## config.mk

```make
export PLATFORM = sky130hd
export DESIGN_NAME = cdb_arbiter
export DESIGN_NICKNAME = d
export VERILOG_FILES = /design/src/rtl/cdb_arbiter.sv
export SDC_FILE = /design/constraint.sdc
export NUM_CORES = 1
export LEC_CHECK = 0
export CAP_MARGIN = 10
export CORE_AREA = 4 4 208 210
export DETAILED_ROUTE_END_ITERATION = 12
export DIE_AREA = 0 0 212 214
export DONT_BUFFER_PORTS = 1
export GPL_TIMING_DRIVEN = 0
export PLACE_DENSITY = 0.36
export RECOVER_POWER = 50
export SLEW_MARGIN = 15
export SYNTH_ARGS = -nofsm -noshare
export SYNTH_HDL_FRONTEND = slang
export SYNTH_SLANG_ARGS = --single-unit
```

## constraint.sdc

```tcl
create_clock -name clk -period 2.4 [get_ports clk]
set_clock_uncertainty 0.2 [all_clocks]
set_input_delay 0.24 -clock clk [delete_from_list [all_inputs] [get_ports clk]]
set_output_delay 0.24 -clock clk [all_outputs]
set_load 0.03 [all_outputs]
```

## src/rtl/cdb_arbiter.sv

```systemverilog
// Common data bus arbiter: round-robin grant among functional units,
// registered broadcast of the winner's result to the ROB and RS.
module cdb_arbiter #(
    parameter int NUM_FU    = 4,
    parameter int ROB_WIDTH = 64,
    parameter int BR_TAG_W  = 8
) (
    input  logic                        clk,
    input  logic                        rst,
    input  logic                        flush,
    input  logic [NUM_FU-1:0]           fu_valid,
    input  logic [NUM_FU*32-1:0]        fu_result,
    input  logic [NUM_FU*ROB_WIDTH-1:0] fu_dest_ROB,
    input  logic [NUM_FU*BR_TAG_W-1:0]  fu_br_tag,
    output logic [NUM_FU-1:0]           fu_taken,
    output logic                        cdb_valid,
    output logic [31:0]                 cdb_result,
    output logic [ROB_WIDTH-1:0]        cdb_dest_ROB,
    output logic [BR_TAG_W-1:0]         cdb_br_tag,
    output logic [$clog2(NUM_FU)-1:0]   cdb_src
);

    localparam int SRC_W = $clog2(NUM_FU);

    logic [SRC_W-1:0]     ptr_q;
    logic [SRC_W-1:0]     ptr_d;

    logic                 cdb_valid_q;
    logic                 cdb_valid_d;
    logic [31:0]          cdb_result_q;
    logic [31:0]          cdb_result_d;
    logic [ROB_WIDTH-1:0] cdb_dest_q;
    logic [ROB_WIDTH-1:0] cdb_dest_d;
    logic [BR_TAG_W-1:0]  cdb_tag_q;
    logic [BR_TAG_W-1:0]  cdb_tag_d;
    logic [SRC_W-1:0]     cdb_src_q;
    logic [SRC_W-1:0]     cdb_src_d;

    logic                 grant_found;
    logic                 grant_en;
    logic [SRC_W-1:0]     grant_idx;
    int                   scan_pos;
    logic [SRC_W-1:0]     scan_idx;

    logic [31:0]          sel_result;
    logic [ROB_WIDTH-1:0] sel_dest;
    logic [BR_TAG_W-1:0]  sel_tag;

    // Scan valids from ptr with wrap; first valid unit wins
    always_comb begin
        grant_found = 1'b0;
        grant_idx   = '0;
        scan_pos    = 0;
        scan_idx    = '0;
        for (int i = 0; i < NUM_FU; i++) begin
            scan_pos = int'(ptr_q) + i;
            if (scan_pos >= NUM_FU) begin
                scan_pos = scan_pos - NUM_FU;
            end
            scan_idx = SRC_W'(scan_pos);
            if (!grant_found && fu_valid[scan_idx]) begin
                grant_found = 1'b1;
                grant_idx   = scan_idx;
            end
        end
    end

    // Grant is suppressed by reset and flush; payload never feeds it
    always_comb begin
        grant_en = grant_found && !flush && !rst;
        fu_taken = '0;
        if (grant_en) begin
            fu_taken[grant_idx] = 1'b1;
        end
    end

    // Route the winner's payload toward the output register
    always_comb begin
        sel_result = '0;
        sel_dest   = '0;
        sel_tag    = '0;
        for (int i = 0; i < NUM_FU; i++) begin
            if (grant_idx == SRC_W'(i)) begin
                sel_result = fu_result[i*32 +: 32];
                sel_dest   = fu_dest_ROB[i*ROB_WIDTH +: ROB_WIDTH];
                sel_tag    = fu_br_tag[i*BR_TAG_W +: BR_TAG_W];
            end
        end
    end

    // Next pointer and broadcast; payload holds when nothing is granted
    always_comb begin
        ptr_d        = ptr_q;
        cdb_valid_d  = 1'b0;
        cdb_result_d = cdb_result_q;
        cdb_dest_d   = cdb_dest_q;
        cdb_tag_d    = cdb_tag_q;
        cdb_src_d    = cdb_src_q;
        if (grant_en) begin
            if (grant_idx == SRC_W'(NUM_FU - 1)) begin
                ptr_d = '0;
            end else begin
                ptr_d = grant_idx + SRC_W'(1);
            end
            cdb_valid_d  = 1'b1;
            cdb_result_d = sel_result;
            cdb_dest_d   = sel_dest;
            cdb_tag_d    = sel_tag;
            cdb_src_d    = grant_idx;
        end
    end

    // State registers with synchronous reset
    always_ff @(posedge clk) begin
        if (rst) begin
            ptr_q        <= '0;
            cdb_valid_q  <= 1'b0;
            cdb_result_q <= '0;
            cdb_dest_q   <= '0;
            cdb_tag_q    <= '0;
            cdb_src_q    <= '0;
        end else begin
            ptr_q        <= ptr_d;
            cdb_valid_q  <= cdb_valid_d;
            cdb_result_q <= cdb_result_d;
            cdb_dest_q   <= cdb_dest_d;
            cdb_tag_q    <= cdb_tag_d;
            cdb_src_q    <= cdb_src_d;
        end
    end

    assign cdb_valid    = cdb_valid_q;
    assign cdb_result   = cdb_result_q;
    assign cdb_dest_ROB = cdb_dest_q;
    assign cdb_br_tag   = cdb_tag_q;
    assign cdb_src      = cdb_src_q;

endmodule

```

==> summary.md <==
| Metric | Value |
|---|---|
| Outcome | complete, but fails checks |
| Failing checks | negative setup slack |
| Pleak | approximately 4.4 nW |
| Worst Hold Depth | 3 |
| P&R area growth vs syn | 77.9% |
| Max-slew headroom | between 40% and 50% |
| FP Rows | 75 |
| Routed WL | ~45000 µm |
| Multi-input gate area | 5120 µm² |
| Cell Count, Final, Fillers Out | 1661 |
| Core ar. | 41600 µm² |
| R2R cell count | 12 |
| GRT Max-Usage Layer | met2 |
| Mapped Area | ~6900 µm² |
| Slowest cell on the critical path | dfxtp_4 |
| PD cells | 649 nW/µm² |
| I/O Pins | ~530 |
| Grt ovf | 0 |
| Nets | 1542 |
| Detail Route Antenna Nets | 0 |
| WL per Instance | between 20 and 30 µm |
| Max stage delay on crit path | 0.37 ns |
| Detailed Place HPWL | around 32000 µm |
| Total negative slack | -8.24 ns |
| DR iter-0 viols | 564 |
| RePlAce Congestion | 0.813 |
| Final core occ | 29.5% |
| Met1 usage | 19.9% |
| Met2 usage | around a third |
| Clk slew on worst S/H paths | 0.08 ns |
| Crit path DAT | 2.63 ns |
| Kind of critical path | reg -> reg |
| Data required, critical path | roughly 2.4 ns |
| Initial antenna violation count | 6 |
| Critical path launch point type | flop |
| M3 GR Usage | 4.85% |
| DRC | 0 |
| Commonest non-fill, non-tap cell in the layout | dlygate4sd3_1 |
| Most frequent cells in the layout | dlygate4sd3_1, dfxtp_1, a221oi_2, nand2_1, nor2_1 |
| Least-Margin Pin Slew | 0.825 ns |
| Fraction of registers with async set/reset | 0% |
| Final Hold Viols | 0 |
| Vias per std cell | 5.08 |
| Mapped Cells | 808 |
| Part of the Yosys area used for sequential elements | 31.6% |
| Post-route minimum period | 2.59 ns |
| CP Max Fanout | 6 |
| Die area | between 40000 and 50000 µm² |
| Pre-Repair DR Iteration Count | 5 |
| Synth Net Count | approximately 1200 |
| Fin crit share | 108% |
| Number of global-route vias before repair | 9061 |
| Final setup viols | 89 |
| RSZ-0062 raised after global routing | true |
| Crit. End Element | flop |
| Crit path top cell by count | buf_12 |
| Starting Density | 16.6% |
| Maxcap violations | 0 |
| Post-synth EDFFs | 0 |
| CTS buffer count | 9 |
| Top_reg_cell synth | dfxtp_1 |
| Setup ws final | -0.188 ns |
| Gr usage total | 18.3% |
| FF/Latch Area | 2190 µm² |
| CTS Buffer Depth | 2 |
| Avg Inst Size Synth | 8.53 µm² |
| # clock sinks | 109 |
| Fill cells | 4285 |
| Largest net degree at the start of global routing | 17 |
| CTS tree | yes |
| # H-tree levels | 3 |
| CTS root buf | clkbuf_16 |
| Final Power | between 7 and 8 mW |
| Max-slew violations | 0 |
| Clk_lat worst skew | 0.39 ns |
| Yosys reg bits | 109 |
| CP cell instances | a21o_1, a21oi_2, o22ai_4, buf_6, ha_4, nor2b_4, buf_12, buf_12, buf_16, a221oi_2, o311a_1, nor3_2 |
| Synth cell types | 34 |
| Worst vdd ir | 0.337 mV |
| DR vias | approximately 8400 |
| Fmax | 0.386 GHz |
| Yosys warns | 0 |
| IO buf count | 0 |
| Worst hold path type | in -> reg |
| Die Y | 214 µm |
| Layout cell share with drive strength beyond 1 | 27.1% |
| First-pass GRT wire length | 61700 µm |
| Placed insts | 1347 |
| Die W | 212 µm |
-- cells by family after synthesis --
kind of cell / Yosys count / synth area share (%)
buf+inv: 105 / 7.02
compound gates: 258 / 33.5
flops: 109 / 31.6
simple gates: 332 / 27.1
fa+ha+maj: 4 / 0.726
-- worst max-delay path: cells and delay by family, from the launching register on --
kind	cells	cell delay, ns
compound gates	5	0.96
fa+ha+maj	1	0.16
buf+inv	4	0.55
flops	1	0.37
simple gates	2	0.19
-- metrics by stage --
step / cell area (µm²) / setup WS (ns) / hold WS, ns
floorplan: 6910 / -0.00882 / 0.252
global placement: 7590 / -1.16 / 0.268
detailed placement: 7590 / -1.14 / 0.274
CTS: 11600 / -0.223 / 0.00217
global route: 12300 / -0.298 / 0.0151
finish: 12300 / -0.188 / 0.0360
-- where the power goes --
group          total, mW  switching [mW]  leakage (nW)  internal (mW)
clock               1.50           0.771         0.127          0.725
combinational       3.78            1.89          3.33           1.90
sequential          2.68           0.645         0.902           2.03
-- sequential cells by signal, summed over array words and instances (netlist names) --
register	cells
cdb_br_tag	8
cdb_dest_ROB	64
cdb_result	32
cdb_src	2
cdb_valid	1
ptr_q	2
-- routing by layer --
layer	vias to the layer above	wire [µm]
li1	3759	-
met1	4045	16800
met2	516	23100
met3	106	3600
met4	4	1780
met5	-	14
-- repair_timing --
action,4_1_cts,5_1_grt
cloned,5,7
gates resized for setup,204,106
endpoints found under the hold margin,104,0
buffers inserted,25,7
hold buffers,254,0
setup endpoints to repair,108,108
pin swaps,102,21
-- layout make-up --
cell class,count,area share [%]
Multi-Input combinational cell,595,41.8
Clock buffer,11,1.98
Buffer,98,7.08
Sequential cell,109,17.8
Timing Repair Buffer,296,25.3
Antenna cell,3,0.0612
Tap cell,539,5.50
Inverter,6,0.286
Clock inverter,4,0.204
-- path summary, 6_finish.rpt --
kind,startpoint,slack (ns),end
worst max-delay path,ptr_q[1],-0.19,cdb_dest_ROB[0]
worst min-delay path,fu_result[69],0.04,cdb_result[5]
worst max register to register,ptr_q[1],-0.19,cdb_dest_ROB[0]
worst min register to register,ptr_q[1],0.32,ptr_q[1]
-- synthesized netlist by cell type, types with 2 or more instances --
library cell / number / area share [%]
buf_6: 5 / 0.82
and3_1: 3 / 0.27
dfxtp_1: 109 / 32
o21ai_0: 4 / 0.29
o311a_1: 69 / 10
nor2_1: 74 / 4.0
nor2b_1: 70 / 6.4
a21o_1: 2 / 0.22
buf_1: 5 / 0.27
nand3b_1: 35 / 3.8
inv_1: 5 / 0.27
a21oi_1: 4 / 0.29
buf_2: 33 / 2.4
a221oi_1: 83 / 11
a221oi_2: 20 / 4.4
a211oi_1: 2 / 0.22
buf_4: 3 / 0.33
o22ai_1: 36 / 3.3
clkbuf_1: 53 / 2.9
o31ai_1: 34 / 3.7
nand2_1: 76 / 4.1
ha_1: 4 / 0.73
nor3_2: 40 / 5.8
nor3_1: 29 / 2.1
No activity file was read; power rests on OpenSTA's default activity.
